<file path="src/rtl/add_seq_pkg.sv">
// rtl/add_seq_pkg.sv - shared state type and default sizes for the sequential limb adder
package add_seq_pkg;

  typedef enum logic [1:0] {
    IDLE = 2'd0,
    RUN  = 2'd1,
    DONE = 2'd2
  } state_e;

  localparam int ADD_SEQ_DW = 18;
  localparam int ADD_SEQ_NW = 4;

endpackage

</file>
<file path="src/rtl/limb_add.sv">
// rtl/limb_add.sv - one DW-bit limb adder with carry-out and carry into the MSB
module limb_add #(
  parameter int DW = 18
) (
  input  logic [DW-1:0] a_i,
  input  logic [DW-1:0] b_i,
  input  logic          ci_i,
  output logic [DW-1:0] s_o,
  output logic          co_o,
  output logic          msb_ci_o
);

  logic [DW:0] full;

  assign full = {1'b0, a_i} + {1'b0, b_i} + {{DW{1'b0}}, ci_i};
  assign s_o  = full[DW-1:0];
  assign co_o = full[DW];
  // The MSB sum bit is a^b^cin at that position, so its carry-in falls out without a second adder
  assign msb_ci_o = full[DW-1] ^ a_i[DW-1] ^ b_i[DW-1];

endmodule

</file>
<file path="src/rtl/add_seq_ctrl.sv">
// rtl/add_seq_ctrl.sv - multi-limb adder, one limb per cycle; optional ovf port via ADD_SEQ_OVF_EN
module add_seq_ctrl
  import add_seq_pkg::*;
#(
  parameter int DW = ADD_SEQ_DW,
  parameter int NW = ADD_SEQ_NW,
  parameter int US = 1
) (
  input  logic             clk,
  input  logic             rst,
  input  logic             in_valid,
  output logic             in_ready,
  input  logic [DW*NW-1:0] a,
  input  logic [DW*NW-1:0] b,
  input  logic             c_in,
  output logic             out_valid,
  input  logic             out_ready,
  output logic [DW*NW-1:0] sum,
  output logic             carry,
  output logic             busy
`ifdef ADD_SEQ_OVF_EN
  ,
  output logic             ovf
`endif
);

  localparam int W  = DW * NW;
  localparam int CW = $clog2(NW) + 1;
  localparam logic [CW-1:0] K_LAST = CW'(NW - 1);

  state_e          state_q, state_d;
  logic [CW-1:0]   k_q, k_d;
  logic [W-1:0]    a_q, a_d;
  logic [W-1:0]    b_q, b_d;
  logic            cr_q, cr_d;
  logic [W-1:0]    sum_q, sum_d;
  logic            carry_q, carry_d;
`ifdef ADD_SEQ_OVF_EN
  logic            ovf_q, ovf_d;
`endif

  logic [DW-1:0]   limb_a, limb_b, limb_s;
  logic            limb_co, limb_msb_ci;
  logic            top_carry;

  assign limb_a = a_q[int'(k_q)*DW +: DW];
  assign limb_b = b_q[int'(k_q)*DW +: DW];

  limb_add #(
    .DW(DW)
  ) u_limb_add (
    .a_i     (limb_a),
    .b_i     (limb_b),
    .ci_i    (cr_q),
    .s_o     (limb_s),
    .co_o    (limb_co),
    .msb_ci_o(limb_msb_ci)
  );

  // Signed carry is bit W of the sign-extended sum: a^b^co at the top, with a^b recovered from s^msb_ci
  assign top_carry = (US != 0) ? limb_co : (limb_s[DW-1] ^ limb_msb_ci ^ limb_co);

  // Next-state: capture operands in IDLE, walk limbs in RUN, hold result in DONE until taken
  always_comb begin
    state_d = state_q;
    k_d     = k_q;
    a_d     = a_q;
    b_d     = b_q;
    cr_d    = cr_q;
    sum_d   = sum_q;
    carry_d = carry_q;
`ifdef ADD_SEQ_OVF_EN
    ovf_d   = ovf_q;
`endif
    case (state_q)
      IDLE: begin
        if (in_valid) begin
          a_d     = a;
          b_d     = b;
          cr_d    = c_in;
          k_d     = '0;
          state_d = RUN;
        end
      end
      RUN: begin
        sum_d[int'(k_q)*DW +: DW] = limb_s;
        cr_d = limb_co;
        if (k_q == K_LAST) begin
          state_d = DONE;
          carry_d = top_carry;
`ifdef ADD_SEQ_OVF_EN
          ovf_d   = (US != 0) ? limb_co : (limb_msb_ci ^ limb_co);
`endif
        end else begin
          k_d = k_q + 1'b1;
        end
      end
      DONE: begin
        if (out_ready) begin
          state_d = IDLE;
        end
      end
      default: state_d = IDLE;
    endcase
  end

  // State registers; reset aborts any operation and clears the visible result
  always_ff @(posedge clk) begin
    if (rst) begin
      state_q <= IDLE;
      k_q     <= '0;
      a_q     <= '0;
      b_q     <= '0;
      cr_q    <= 1'b0;
      sum_q   <= '0;
      carry_q <= 1'b0;
`ifdef ADD_SEQ_OVF_EN
      ovf_q   <= 1'b0;
`endif
    end else begin
      state_q <= state_d;
      k_q     <= k_d;
      a_q     <= a_d;
      b_q     <= b_d;
      cr_q    <= cr_d;
      sum_q   <= sum_d;
      carry_q <= carry_d;
`ifdef ADD_SEQ_OVF_EN
      ovf_q   <= ovf_d;
`endif
    end
  end

  assign in_ready  = (state_q == IDLE);
  assign out_valid = (state_q == DONE);
  assign busy      = (state_q != IDLE);
  assign sum       = sum_q;
  assign carry     = carry_q;
`ifdef ADD_SEQ_OVF_EN
  assign ovf       = ovf_q;
`endif

endmodule

</file>
<file path="config.mk">
export PLATFORM = sky130hd
export DESIGN_NAME = add_seq_ctrl
export DESIGN_NICKNAME = d
export VERILOG_FILES = /design/src/rtl/add_seq_pkg.sv /design/src/rtl/limb_add.sv /design/src/rtl/add_seq_ctrl.sv
export SDC_FILE = /design/constraint.sdc
export NUM_CORES = 1
export LEC_CHECK = 0
export BUFFER_PORTS_ARGS = -buffer_cell sky130_fd_sc_hd__buf_4
export CAP_MARGIN = 20
export CORE_MARGIN = 4
export CORE_UTILIZATION = 40
export DETAILED_ROUTE_END_ITERATION = 8
export PLACE_DENSITY = 0.61
export SYNTH_ARGS = -nofsm -noshare
export SYNTH_HDL_FRONTEND = slang
export SYNTH_SLANG_ARGS = --single-unit
</file>
<file path="constraint.sdc">
create_clock -name clk -period 5.14 [get_ports clk]
set_clock_uncertainty 0.15 [all_clocks]
set_input_delay 0.257 -clock clk [delete_from_list [all_inputs] [get_ports clk]]
set_output_delay 0.257 -clock clk [all_outputs]
set_load 0.01 [all_outputs]
</file>
======== After elaboration in Yosys (flattened, before gate mapping) ========
Cells that the tools add are included.
word-level totals
  input port bits ......................... 149
  memory bits (read-only) ................. 0
  bits in writable memories ............... 0
  memories kept ........................... 0
  register bits ........................... 223
  latch bits .............................. 0
  logic and storage cells ................. 41
operators by class
  reduce and logical (&&, ||, !) cells .... 8
  $mul .................................... 1
  $add $sub $neg .......................... 4
  div/mod/pow operators ................... 0
  equal/unequal tests ..................... 7
  magnitude comparators ................... 0
  bitwise gates (word level) .............. 0
  shifts and indexed selects .............. 4
  multiplexer cells ....................... 10
operators by type and width
  kind                                                     count
  indexed part select 72 x 32 -> 18 bit                    2
  bitwise mux 72 bit                                       1
  variable shift 18 x 33 -> 72 bit (first input constant)  1
  indexed part select 18 x 33 -> 72 bit                    1
  negation 8 -> 33 bit                                     1
  adder 18 x 18 -> 19 bit                                  1
  adder 19 x 1 -> 19 bit                                   1
  multiplier 3 x 4 -> 7 bit (second input constant)        1
  two-way mux 2 bit                                        3
  two-way mux 3 bit                                        2
  inequality test 2 bit (second input constant)            3
  case mux 2 bit (3 select lines)                          1
  case mux 3 bit (2 select lines)                          1
  AND reduction 2 bit                                      3
  AND reduction 3 bit                                      2
  nonzero test 2 bit                                       2
  adder 3 x 1 -> 3 bit (second input constant)             1
  equality test 3 x 2 -> 1 bit (second input constant)     1
  equality test 2 x 1 -> 1 bit (second input constant)     1
  equality test 2 bit (second input constant)              1
  zero test 2 bit                                          1
  inequality test 2 x 1 -> 1 bit (second input constant)   1
  case mux 1 bit (2 select lines)                          1
  two-way mux 1 bit                                        1

======== Longest topological paths before layout ========
  word-level depth ........................ 6
  depth in mapped cells ................... 17
  depth with buffers taken out ............ 14

======== Hierarchy ========
A second synthesis with hierarchy kept.
second synthesis, totals
  cells, all modules ...................... 1517
  area, all modules ....................... 12363.1 um2
by module, submodules not included
  module        instances  cells an instance  seq. area each (um2)  area an instance (um2)
  add_seq_ctrl  1          1393               4464.3                11424.7
  limb_add      1          124                0.0                   938.4

======== Least setup slack after synthesis ========
Ideal clock, no wire load.
  path type ............................... register -> register
  start point ............................. reg k_q[0]
  end point ............................... reg sum_q[2] (netlist: sum[2])
  buffers on the path ..................... 3
  cell stages (with the launch flop) ...... 17
  slack ................................... 0.287 ns
  library setup time ...................... 0.067 ns
  arrival ................................. 4.636 ns
  cell sequence ........................... dfxtp_1 > buf_2 > buf_1 > buf_1 > mux4_2 > and2_1 > fa_1 > inv_1 > fa_1 > nor2b_4 > o31ai_2 > a211oi_2 > o32ai_2 > xnor2_2 > mux2_4 > a2111o_1 > a21oi_2
on the way
  word-level cells in the longest chain between the ends .. 6
  elaborated cells on any way between the ends .. 9
RTL lines
  what                                                             RTL line                                                    text
  from (decl)                                                      add_seq_ctrl.sv:32                                          logic [CW-1:0] k_q, k_d;
  from (signal assigned)                                           add_seq_ctrl.sv:122                                         k_q <= k_d;
  multiplier 3 x 4 -> 7 bit (*)                                    add_seq_ctrl.sv:46, add_seq_ctrl.sv:47, add_seq_ctrl.sv:86
  indexed part select 72 x 32 -> 18 bit, on equally long branches  add_seq_ctrl.sv:46, add_seq_ctrl.sv:47
  adder 18 x 18 -> 19 bit                                          limb_add.sv:15                                              assign full = {1'b0, a_i} + {1'b0, b_i} + {{DW{1'b0}}, ci_i};
  adder 19 x 1 -> 19 bit                                           limb_add.sv:15
  indexed part select 18 x 33 -> 72 bit                            add_seq_ctrl.sv:86                                          sum_d[int'(k_q)*DW +: DW] = limb_s;
  bitwise mux 72 bit (*)                                           add_seq_ctrl.sv:86
  to (signal assigned)                                             add_seq_ctrl.sv:126                                         sum_q <= sum_d;
  to (decl)                                                        add_seq_ctrl.sv:36                                          logic [W-1:0] sum_q, sum_d;
Every way passes the cells marked *; elsewhere a longest branch is shown, timed or not.
A chain may end at the register's enable or synchronous reset.

======== Worst setup path in the final report ========
  start point ............................. reg k_q[1]
  end point ............................... reg sum_q[67] (netlist: sum[67])
The elaborated chain is that of the path after synthesis.

==> summary.md <==
| Metric | Value |
|---|---|
| Vias in the first global route | `13,849` |
| FMAX | `215 MHz` |
| Gate Count Post-Synth | `1,580` |
| Min Tclk post-route | `4.64 ns` |
| Clk buf depth | `3` |
| Antenna violations before repair | `0` |
| Post-CTS Resized | `0` |
| TNS Setup | `0 ns` |
| Slew @ Worst Pin | `1.20 ns` |
| Die width | `184 um` |
| Leakage | `0.00680 uW` |
| Critical setup path kind | `register to register` |
| YS warnings | `0` |
| Post-Place Cells | `2,204` |
| 1st-pass router iterations | `5` |
| CTS tree | `yes` |
| Routed vias | `13,721` |
| Num Clock Sinks | `223` |
| Max capacitance violation total | `0` |
| Seq/Total Area, Yosys | `36.1%` |
| RSZ-0062 raised after global routing | `false` |
| First-pass GRT wire length | `79,400 um` |
| Die area | `0.0338 mm^2` |
| CP bufs+invs | `1` |
| Area leader, netlist | `dfxtp_1` |
| Period utilization | `90.3%` |
| Mapped Area | `0.0124 mm^2` |
| Critical Path AT | `4.98 ns` |
| DRT Wirelength | `52,400 um` |
| Placer congestion estimate | `1.02` |
| # rows | `64` |
| Antenna-violating nets left | `0` |
| P&R area growth vs syn | `40.5%` |
| Largest net degree at the start of global routing | `149` |
| Routed length on met3 | `3240 um` |
| Gr ovfl total | `0` |
| PD cells | `285 mW/mm^2` |
| Worst-skew pair later-pin latency | `0.55 ns` |
| Wl on met1 | `20,700 um` |
| Relative slew slack | `20.1%` |
| Crit path largest cell delay | `0.59 ns` |
| Synth area leaders | `dfxtp_1 (36%), nand2_1 (11%), a21oi_1 (8.5%)` |
| Ys flop type | `dfxtp_1` |
| H-tree levels | `1` |
| TritonCTS buffer count | `25` |
| Seq cells post-synth | `223` |
| CP startpoint kind | `register` |
| Reg clk slew, reported paths | `0.07 ns` |
| Layout cells sized above 1 | `22.9%` |
| CP Capture Type | `register` |
| Ant. Diodes | `0` |
| Initial DRC Count | `988` |
| Netlist cell types | `89` |
| Final Hold Vio Count | `0` |
| Share of the synthesized area in the top cell type | `36.1%` |
| Crit path max fanout | `35` |
| Fill cells | `2,769` |
| Type of the worst min-delay path | `input pin to register` |
| Initial Util | `40.5%` |
| CP cell instances | `buf_12 > mux4_2 > and2_1 > ha_1 > nand2_1 > o21ai_0 > nor3_1 > nor4b_2 > o32ai_4 > mux2i_1 > a32oi_1 > a32o_1` |
| CP required | `5.48 ns` |
| Slew Limit Fails | `0` |
| Core area | `0.0306 mm^2` |
| Mean post-synth cell area | `7.83 um^2` |
| HPWL Detailed | `38,100 um` |
| Nets@finish | `2,159` |
| Slowest cell on crit path | `mux4_2` |
| Vias/cell | `5.72` |
| Final core occ | `56.8%` |
| Power Total | `4960 uW` |
| Top layer in use | `met4` |
| Synth async-reset ratio | `0%` |
| Top-Level Pins | `225` |
| Status | `completed` |
| Setup-failing EPs final | `0` |
| Root Buffer | `clkbuf_16` |
| Chip Height | `184 um` |
| Worst vdd ir | `210 uV` |
| Routed wl met2 | `25,100 um` |
| Post-synth EDFFs | `0` |
| WL/cell | `21.9 um` |
| # port buffers | `224` |
| Crit path max-delay family | `compound AO/OA/AOI/OAI gates` |
| Syn_nets | `1,757` |
| Total track usage | `29.8%` |
| Non-Filler Instances | `2,397` |
| Drt drc | `0` |
what timing repair did:
action / CTS / global route
endpoints found under the setup margin: 0 / 0
hold buffers: 147 / 0
setup buffers: 0 / 0
hold endpoints to repair: 147 / 0
power by group:
part	switching, uW	internal (uW)	total, uW
Combinational	747	521	1270
Clock	799	1040	1840
Sequential	46.9	1810	1850
Total	1590	3370	4960
synthesized netlist by cell type (all sizes together) (5+ instances only):
library cell,number
nand2,378
dfxtp,223
a21oi,211
nor2,104
clkbuf,82
o21ai,49
and2,47
a211oi,43
mux4,35
nor3,35
nand3,32
buf,30
ha,26
a31oi,23
inv,19
a311oi,15
nand4,13
o31ai,12
or3,11
a21o,10
a22o,10
a22oi,10
nor2b,10
a32oi,8
nand2b,8
o211ai,8
mux2i,7
xnor2,7
a211o,6
a221oi,6
o22ai,6
a221o,5
and3,5
nand3b,5
o21a,5
o21bai,5
o311ai,5
o41ai,5
path summary, 6_finish.rpt:
check	end	start	slack (ns)	cells after the start
max	sum[67]	k_q[1]	0.50	12
min	sum[55]	rst	0.17	2
max reg2reg	sum[67]	k_q[1]	0.50	12
min reg2reg	a_q[70]	a_q[70]	0.30	2
state kept, by name, summed over array words and instances (netlist names):
| signal | flops |
|---|---|
| k_q | 3 |
| state_q | 2 |
| carry | 1 |
| cr_q | 1 |
| a_q | 72 |
| sum | 72 |
| b_q | 72 |
cell type report:
type                       instances  area, um^2  share of cell area [%]
clock buffer                      29         661                    3.80
clock inverter                    17         185                    1.06
inverter                          21        78.8                   0.453
multi-input combinational       1224        7420                    42.7
sequential                       223        4470                    25.7
tap                              396         495                    2.85
timing repair buffer             487        4080                    23.4
kinds of logic after synthesis:
family	Yosys count	synth area share, %
AO/OA/AOI/OAI	477	25.3
XOR/XNOR	8	0.627
adder cells (fa/ha/maj)	28	2.95
buffers and inverters	133	4.12
flip-flops	223	36.1
multiplexers	45	7.24
AND/OR/NAND/NOR	666	23.7
per-layer routing:
layer	vias up	global-route usage [%]
met5	-	0
met4	0	16.3
met3	162	4.43
met2	582	51.5
met1	6486	35.6
li1	6491	-
cells in the final DEF, fill, tap and decap left out, drive strengths merged, types with 15 or more instances in the layout:
cell | synthesis | final
and2 | 47 | 47
a311oi | 15 | 15
ha | 26 | 26
a21oi | 211 | 211
nand2 | 378 | 378
inv | 19 | 21
dlygate4sd3 | 0 | 147
nand3 | 32 | 32
clkbuf | 82 | 29
dfxtp | 223 | 223
nor2 | 104 | 104
a211oi | 43 | 43
buf | 30 | 340
a31oi | 23 | 23
o21ai | 49 | 49
nor3 | 35 | 35
mux4 | 35 | 35
stage by stage:
step	hold slack, ns	instance area, um^2	setup slack [ns]
floorplan	0.243	12400	0.287
detailed placement	0.295	15100	0.607
finish	0.175	17400	0.499
CTS	0.183	17400	0.567
global route	0.199	17400	0.310
global placement	0.290	15100	0.645
No activity file was read; power rests on OpenSTA's default activity.
